### src/rtl/sdram_pattern_tester.sv
// Avalon-MM memory tester: writes pat(a) over [START_ADDR..END_ADDR], reads it back pipelined, counts mismatches.
// Define TESTER_INVERT_PASS_EN to run a second write/read pass with complemented data.
module sdram_pattern_tester #(
  parameter int                ADDR_W     = 22,
  parameter int                DATA_W     = 16,
  parameter logic [ADDR_W-1:0] START_ADDR = 22'h000000,
  parameter logic [ADDR_W-1:0] END_ADDR   = 22'h3FFFFF,
  parameter logic [DATA_W-1:0] SEED       = 16'hA5C3,
  parameter int                MAX_OUTST  = 4
) (
  input  logic              clk,
  input  logic              reset,
  input  logic              start,
  output logic [ADDR_W-1:0] az_addr,
  output logic [DATA_W-1:0] az_data,
  output logic [1:0]        az_be_n,
  output logic              az_wr_n,
  output logic              az_rd_n,
  input  logic              za_waitrequest,
  input  logic [DATA_W-1:0] za_data,
  input  logic              za_valid,
  output logic              busy,
  output logic              done,
  output logic              pass,
  output logic [15:0]       err_count,
  output logic [ADDR_W-1:0] first_err_addr
);

  typedef enum logic [2:0] {
    S_IDLE  = 3'd0,
    S_WRITE = 3'd1,
    S_READ  = 3'd2,
    S_DRAIN = 3'd3,
    S_DONE  = 3'd4
  } state_e;

  localparam logic [ADDR_W-1:0] ADDR_ONE = {{(ADDR_W-1){1'b0}}, 1'b1};
  localparam logic [3:0]        MAX_Q    = 4'(MAX_OUTST);

  function automatic logic [DATA_W-1:0] pat(input logic [ADDR_W-1:0] a, input logic inv);
    pat = DATA_W'(a) ^ SEED ^ {DATA_W{inv}};
  endfunction

  state_e              state_q;
  logic [ADDR_W-1:0]   az_addr_q;
  logic [DATA_W-1:0]   az_data_q;
  logic                az_wr_n_q;
  logic                az_rd_n_q;
  logic                busy_q;
  logic                done_q;
  logic                pass_q;
  logic [15:0]         err_count_q;
  logic [ADDR_W-1:0]   first_err_addr_q;
  logic [ADDR_W-1:0]   ret_addr_q;
  logic [3:0]          outst_q;
  logic [3:0]          outst_d;
  logic                inv_q;
  logic                wr_acc_s;
  logic                rd_acc_s;
  logic                ret_s;
  logic                room_s;

  // Acceptance strobes, qualified read returns and next in-flight read count
  always_comb begin
    wr_acc_s = ~az_wr_n_q & ~za_waitrequest;
    rd_acc_s = ~az_rd_n_q & ~za_waitrequest;
    ret_s    = za_valid & ((state_q == S_READ) | (state_q == S_DRAIN)) & (outst_q != 4'd0);
    if (rd_acc_s & ~ret_s) begin
      outst_d = outst_q + 4'd1;
    end else if (~rd_acc_s & ret_s) begin
      outst_d = outst_q - 4'd1;
    end else begin
      outst_d = outst_q;
    end
    room_s = (outst_d < MAX_Q);
  end

  // Controller: command issue, in-flight tracking, return checking and status
  always_ff @(posedge clk or posedge reset) begin
    if (reset) begin
      state_q          <= S_IDLE;
      az_addr_q        <= {ADDR_W{1'b0}};
      az_data_q        <= {DATA_W{1'b0}};
      az_wr_n_q        <= 1'b1;
      az_rd_n_q        <= 1'b1;
      busy_q           <= 1'b0;
      done_q           <= 1'b0;
      pass_q           <= 1'b0;
      err_count_q      <= 16'h0000;
      first_err_addr_q <= {ADDR_W{1'b0}};
      ret_addr_q       <= {ADDR_W{1'b0}};
      outst_q          <= 4'd0;
      inv_q            <= 1'b0;
    end else begin
      outst_q <= outst_d;
      if (ret_s) begin
        if (ret_addr_q != END_ADDR) ret_addr_q <= ret_addr_q + ADDR_ONE;
        if (za_data != pat(ret_addr_q, inv_q)) begin
          if (err_count_q != 16'hFFFF) err_count_q <= err_count_q + 16'd1;
          if (err_count_q == 16'h0000) first_err_addr_q <= ret_addr_q;
        end
      end
      case (state_q)
        S_IDLE: begin
          if (start) begin
            state_q          <= S_WRITE;
            busy_q           <= 1'b1;
            done_q           <= 1'b0;
            pass_q           <= 1'b0;
            err_count_q      <= 16'h0000;
            first_err_addr_q <= {ADDR_W{1'b0}};
            inv_q            <= 1'b0;
            az_addr_q        <= START_ADDR;
            az_data_q        <= pat(START_ADDR, 1'b0);
            az_wr_n_q        <= 1'b0;
          end
        end
        S_WRITE: begin
          if (wr_acc_s) begin
            if (az_addr_q == END_ADDR) begin
              // Dropping the write strobe here gives the idle cycle before the first read
              az_wr_n_q  <= 1'b1;
              az_addr_q  <= START_ADDR;
              ret_addr_q <= START_ADDR;
              state_q    <= S_READ;
            end else begin
              az_addr_q <= az_addr_q + ADDR_ONE;
              az_data_q <= pat(az_addr_q + ADDR_ONE, inv_q);
            end
          end
        end
        S_READ: begin
          if (rd_acc_s) begin
            if (az_addr_q == END_ADDR) begin
              az_rd_n_q <= 1'b1;
              state_q   <= S_DRAIN;
            end else begin
              az_addr_q <= az_addr_q + ADDR_ONE;
              az_rd_n_q <= ~room_s;
            end
          end else if (az_rd_n_q) begin
            az_rd_n_q <= ~room_s;
          end
        end
        S_DRAIN: begin
          if (outst_q == 4'd0) begin
`ifdef TESTER_INVERT_PASS_EN
            if (!inv_q) begin
              inv_q     <= 1'b1;
              az_addr_q <= START_ADDR;
              az_data_q <= pat(START_ADDR, 1'b1);
              az_wr_n_q <= 1'b0;
              state_q   <= S_WRITE;
            end else begin
              state_q <= S_DONE;
            end
`else
            state_q <= S_DONE;
`endif
          end
        end
        S_DONE: begin
          busy_q  <= 1'b0;
          done_q  <= 1'b1;
          pass_q  <= (err_count_q == 16'h0000);
          state_q <= S_IDLE;
        end
        default: state_q <= S_IDLE;
      endcase
    end
  end

  assign az_addr        = az_addr_q;
  assign az_data        = az_data_q;
  assign az_be_n        = 2'b00;
  assign az_wr_n        = az_wr_n_q;
  assign az_rd_n        = az_rd_n_q;
  assign busy           = busy_q;
  assign done           = done_q;
  assign pass           = pass_q;
  assign err_count      = err_count_q;
  assign first_err_addr = first_err_addr_q;

endmodule

### config.mk
export PLATFORM = sky130hd
export DESIGN_NAME = sdram_pattern_tester
export DESIGN_NICKNAME = d
export VERILOG_FILES = /design/src/rtl/sdram_pattern_tester.sv
export SDC_FILE = /design/constraint.sdc
export NUM_CORES = 1
export LEC_CHECK = 0
export BUFFER_PORTS_ARGS = -buffer_cell sky130_fd_sc_hd__buf_2
export CORE_AREA = 2 2 111 113
export CTS_BUF_LIST = sky130_fd_sc_hd__clkbuf_4 sky130_fd_sc_hd__clkbuf_8 sky130_fd_sc_hd__clkbuf_16
export DETAILED_ROUTE_END_ITERATION = 7
export DIE_AREA = 0 0 113 115
export HOLD_SLACK_MARGIN = 0.08
export PLACE_DENSITY_LB_ADDON = 0.2
export SYNTH_ARGS = -nofsm -noshare
export SYNTH_HDL_FRONTEND = slang
export SYNTH_SLANG_ARGS = --single-unit
### constraint.sdc
create_clock -name clk -period 9 [get_ports clk]
set_input_delay 0.45 -clock clk [delete_from_list [all_inputs] [get_ports clk]]
set_output_delay 0.45 -clock clk [all_outputs]
set_load 0.02 [all_outputs]
# == Word level (Yosys, flattened, before mapping) ==
# Index checks and enable logic that the tools add are counted.
# word_totals
latch_bits,0
word_cells,106
inputBits,21
output_inout_bits,83
ram_bits,0
rom_bits,0
mem_count,0
regBits,110
# classes
n_eq_ne,16
n_reduce_logical,12
n_bitwise,15
addsub,5
mul,0
n_mux,45
order_cmp,1
div_mod_pow,0
shift,0
# ops
operator,n
$mux 22,15
$mux 16,8
$pmux 22 s3,1
$add 22x1->22 const B,2
$pmux 16 s2,1
$eq 22x22->1 const B,1
$ne 22x22->1 const B,1
$mux 3,6
$add 16x1->16 const B,1
$logic_not 16->1,1
$ne 16x16->1,1
$ne 16x16->1 const B,1
$not 8->8,2
$ne 2x2->1 const B,6
$pmux 3 s4,1
$mux 4,2
$pmux 1 s2,4
$reduce_and 4->1,2
$mux 1,7
$and 1x1->1,6
$eq 3x2->1 const B,2
$not 1->1,6
$reduce_and 6->1,1
$reduce_and 5->1,1
other kinds (13),15

# == Depth between registers and ports, before layout ==
# logic_depth
depth_word,11
mapped_depth,10
ltp_nobuf,8

# == Worst setup path after synthesis ==
# No wires, ideal clock.
# synth_timing
path_type,register -> register
start,register az_addr_q[6] (netlist: az_addr[6])
end,register az_addr_q[7] (netlist: az_addr[7])
setup_slack_ns,6.921
stages_incl_launch_ff,10
t_arrival_ns,1.935
required_ns,8.857
cell_sequence,dfrtp_1 buf_2 nand4_1 nor3_2 and4_1 buf_2 nor2_1 buf_2 a31oi_1 a31oi_1
# synth_via
elab_chain_len,4
# synth_lines
item,line,rtl
start: declaration,45,logic [ADDR_W-1:0] az_addr_q;
start signal: assignment,82,az_addr_q <= {ADDR_W{1'b0}};
start signal: assignment,127,az_addr_q <= az_addr_q + ADDR_ONE;
start signal: assignment,138,az_addr_q <= az_addr_q + ADDR_ONE;
$add 22x1->22 or $eq 22x22->1 (tied branches),--,
$mux 22 (on tied branches),"134, 120",
$mux 22 (on tied branches),"133, 119",
$pmux 22 s3,103,case (state_q)
# Parallel ways exist; a longest one is shown, timed or not. The select of a mux whose other input is x is not followed.
# A chain may end at the register's enable or synchronous reset.

# == Worst setup path after layout ==
# layout_timing
start,register ret_addr_q[13]
end,register first_err_addr_q[10] (netlist: first_err_addr[10])
# layout_via
elab_chain_len,6
# layout_lines
item,line,rtl
start: declaration,54,logic [ADDR_W-1:0] ret_addr_q;
start signal: assignment,91,ret_addr_q <= {ADDR_W{1'b0}};
start signal: assignment,97,if (ret_addr_q != END_ADDR) ret_addr_q <= ret_addr_q + ADDR_ONE;
$not 8->8 (no source line) (*),--,
$ne 16x16->1 (*),98,"if (za_data != pat(ret_addr_q, inv_q)) begin"
$mux 22 (*),98,
$mux 22 (*),96,if (ret_s) begin
$mux 22,105,if (start) begin
$mux 22 (*),103,
end signal: assignment,90,first_err_addr_q <= {ADDR_W{1'b0}};
end signal: assignment,100,if (err_count_q == 16'h0000) first_err_addr_q <= ret_addr_q;
end signal: assignment,111,first_err_addr_q <= {ADDR_W{1'b0}};
end: declaration,53,logic [ADDR_W-1:0] first_err_addr_q;
# Every way passes the cells marked *; elsewhere a longest branch is shown, timed or not.

==> results.json <==
{
  "final_util_pct": 56.35,
  "tritoncts": "yes",
  "layout_common_cells": "dfrtp_1, buf_2, nor2_1",
  "required_ps": 9230,
  "final-setup-viol-count": 0,
  "period_needed_ps": 2621,
  "place.gp.congestion": 0.8235,
  "critical_path_class": "reg -> reg",
  "slew_violations": 0,
  "num_io_pins": 104,
  "path_max_fanout": 22,
  "cp-start-kind": "flip-flop",
  "grt_pass1_wl_um": 22250,
  "hp-class": "in -> async",
  "fmax_ghz": 0.3815,
  "start_util_pct": 49.08,
  "cts.sinks": 110,
  "maxCapViolCount": 0,
  "register_area_mm2": 0.002755,
  "fillers": 1069,
  "cts.path.max_buffers": 2,
  "holdBufCountCts": 0,
  "multi_input_area_mm2": 0.002828,
  "core_area_mm2": 0.01181,
  "antenna_found_initial": 0,
  "leakage_nw": 3.071,
  "drtAntennaViolNets": 0,
  "slew_headroom_pct": 21.71,
  "die_y_um": 115,
  "fp-row-count": 40,
  "htree_levels": 3,
  "hold_violations": 0,
  "tightestPinTransition_ps": 1165,
  "clock-root-buffer": "clkbuf_16",
  "violations": "design-rule violations",
  "die_w_um": 113,
  "yosysSeqAreaShare_pct": 47.53,
  "yosysTopAreaCellShare_pct": 46.62,
  "hpwlAfterDp_um": 9387,
  "syn_inst": 603,
  "yosysTopAreaCell": "dfrtp_1",
  "period_share_pct": 29.12,
  "drive_above_1_share_pct": 20.55,
  "synth_flop_cell": "dfrtp_1",
  "cts.clk_slew.worst_paths_ps": 70,
  "outcome": "finished with violations",
  "power_density_mw_per_mm2": 226.7,
  "grt_max_degree": 81,
  "first_pass_iters": 7,
  "via_count": 4676,
  "finalClockSkew_ps": 9.943,
  "syn2layout_area_growth_pct": 14.81,
  "yosys_warnings": 0,
  "first_iter_violations": 236,
  "cp.arrival_ps": 2850,
  "synth_seq_cells": 110,
  "post-cts-setup-buffers": 0,
  "dieArea_mm2": 0.01300,
  "clk_latency_ps": 350,
  "grtUsageTotal_pct": 21.16,
  "cts_buffers": 9,
  "avgRoutedWirePerCell_um": 16.07,
  "overflow": 0,
  "endpoint_kind": "flip-flop",
  "syn_area_mm2": 0.005797,
  "grt_pass1_vias": 4521,
  "synth_area_per_cell_um2": 9.613,
  "tns_ps": 0,
  "final_common_cell": "dfrtp_1",
  "synth_enable_flop_cells": 0,
  "ctsResizeCount": 0,
  "async_reset_ff_share_pct": 100.0,
  "drcViolationCount": 4,
  "synth_area_leaders": "dfrtp_1, xnor2_1, nor2_1, mux2i_1, xor2_1",
  "synth_cell_type_count": 57,
  "diodes": 0,
  "rsz0062_at_grt": "false",
  "ir_worst_vdd_v": 0.0001212,
  "routed_wl_um": 13460,
  "via_per_inst": 5.580,
  "portBuffers": 101,
  "nNetsFinal": 713
}
[layer usage]
layer  track usage, %  part of all wire [%]  vias up
li1                 -                     -     2269
met1            27.93                    44     2275
met2            36.01                    50      115
met3            4.112                   4.8       17
met4            5.772                   1.3        0
met5                0                     0        -
[cell families after synthesis]
kind of cell	after synthesis	share of synthesized area (%)
AO/OA/AOI/OAI	66	7.727
XOR/XNOR	67	10.12
adder cells (fa/ha/maj)	6	1.295
buffers and inverters	47	4.058
flip-flops	110	47.53
multiplexers	31	5.353
other	1	0.06469
AND/OR/NAND/NOR	275	23.85
[cell type report]
cell class	count	share of cell area, %
multi-input combinational	447	42.49
sequential	110	41.40
timing repair buffer	104	7.934
clock buffer	11	3.704
tap	147	2.764
clock inverter	5	0.8836
inverter	14	0.8272
[critical path: stages, from the launching register on]
cell     delay (ps)
dfrtp_1         520
xor2_1          190
nand4_1         140
nor4_2         1020
nor3_4           50
buf_4           300
mux2i_1         220
nor2_1           70
[cell usage after synthesis, types with 3 or more instances]
cell      instances
dfrtp_1         108
nor2_1           87
nand2_1          58
xnor2_1          39
mux2i_1          31
xor2_1           28
nand4_1          24
nand3_1          23
buf_2            20
nor3_1           19
o21ai_1          15
nor4_1           14
inv_1            13
a31oi_1          10
and3_1            8
o22a_1            8
and4_1            7
o21ai_0           7
clkbuf_1          6
ha_1              6
a21oi_1           5
buf_4             5
nor3_2            5
a21o_1            4
nand2b_1          4
o22ai_1           4
or2_2             4
nor3b_1           3
o31ai_1           3
[final timing paths]
check | from | endpoint | slack (ps) | cells past startpoint
worst max-delay path | ret_addr_q[13] | first_err_addr[10] | 6380 | 7
worst min-delay path | reset | az_addr[16] | 90 | 2
worst max register to register | ret_addr_q[13] | first_err_addr[10] | 6380 | 7
worst min register to register | done | done | 480 | 2
max in group asynchronous | reset | az_addr[3] | 7540 | 3
min in group clk | start | busy | 440 | 3
[where the power goes]
part | leakage, nW | internal [W] | switching [W] | total (W)
sequential | 1.46 | 0.000550 | 0.0000810 | 0.000631
clock | 0.145 | 0.000227 | 0.000183 | 0.000409
combinational | 1.46 | 0.000160 | 0.000308 | 0.000468
[metrics by stage]
step           power [W]  hold WS, ps  area [um2]  setup slack [ps]  std cells
2_1_floorplan  0.0009880        451.2        5801              5651        604
3_3_place_gp    0.001094        462.0        6350              6394        822
3_5_place_dp    0.001109        467.5        6350              6306        822
4_1_cts         0.001522        106.5        6655              6342        838
5_1_grt         0.001598        125.4        6655              6175        838
6_report        0.001509        86.22        6655              6379        838
[registers in the layout, summed over array words and instances, names as in the netlist]
signal          count
first_err_addr     22
done                1
busy                1
outst_q             4
az_data            16
state_q             3
err_count          16
pass                1
az_wr_n             1
az_addr            22
ret_addr_q         22
az_rd_n             1
Power figures use the tool's default switching activity.
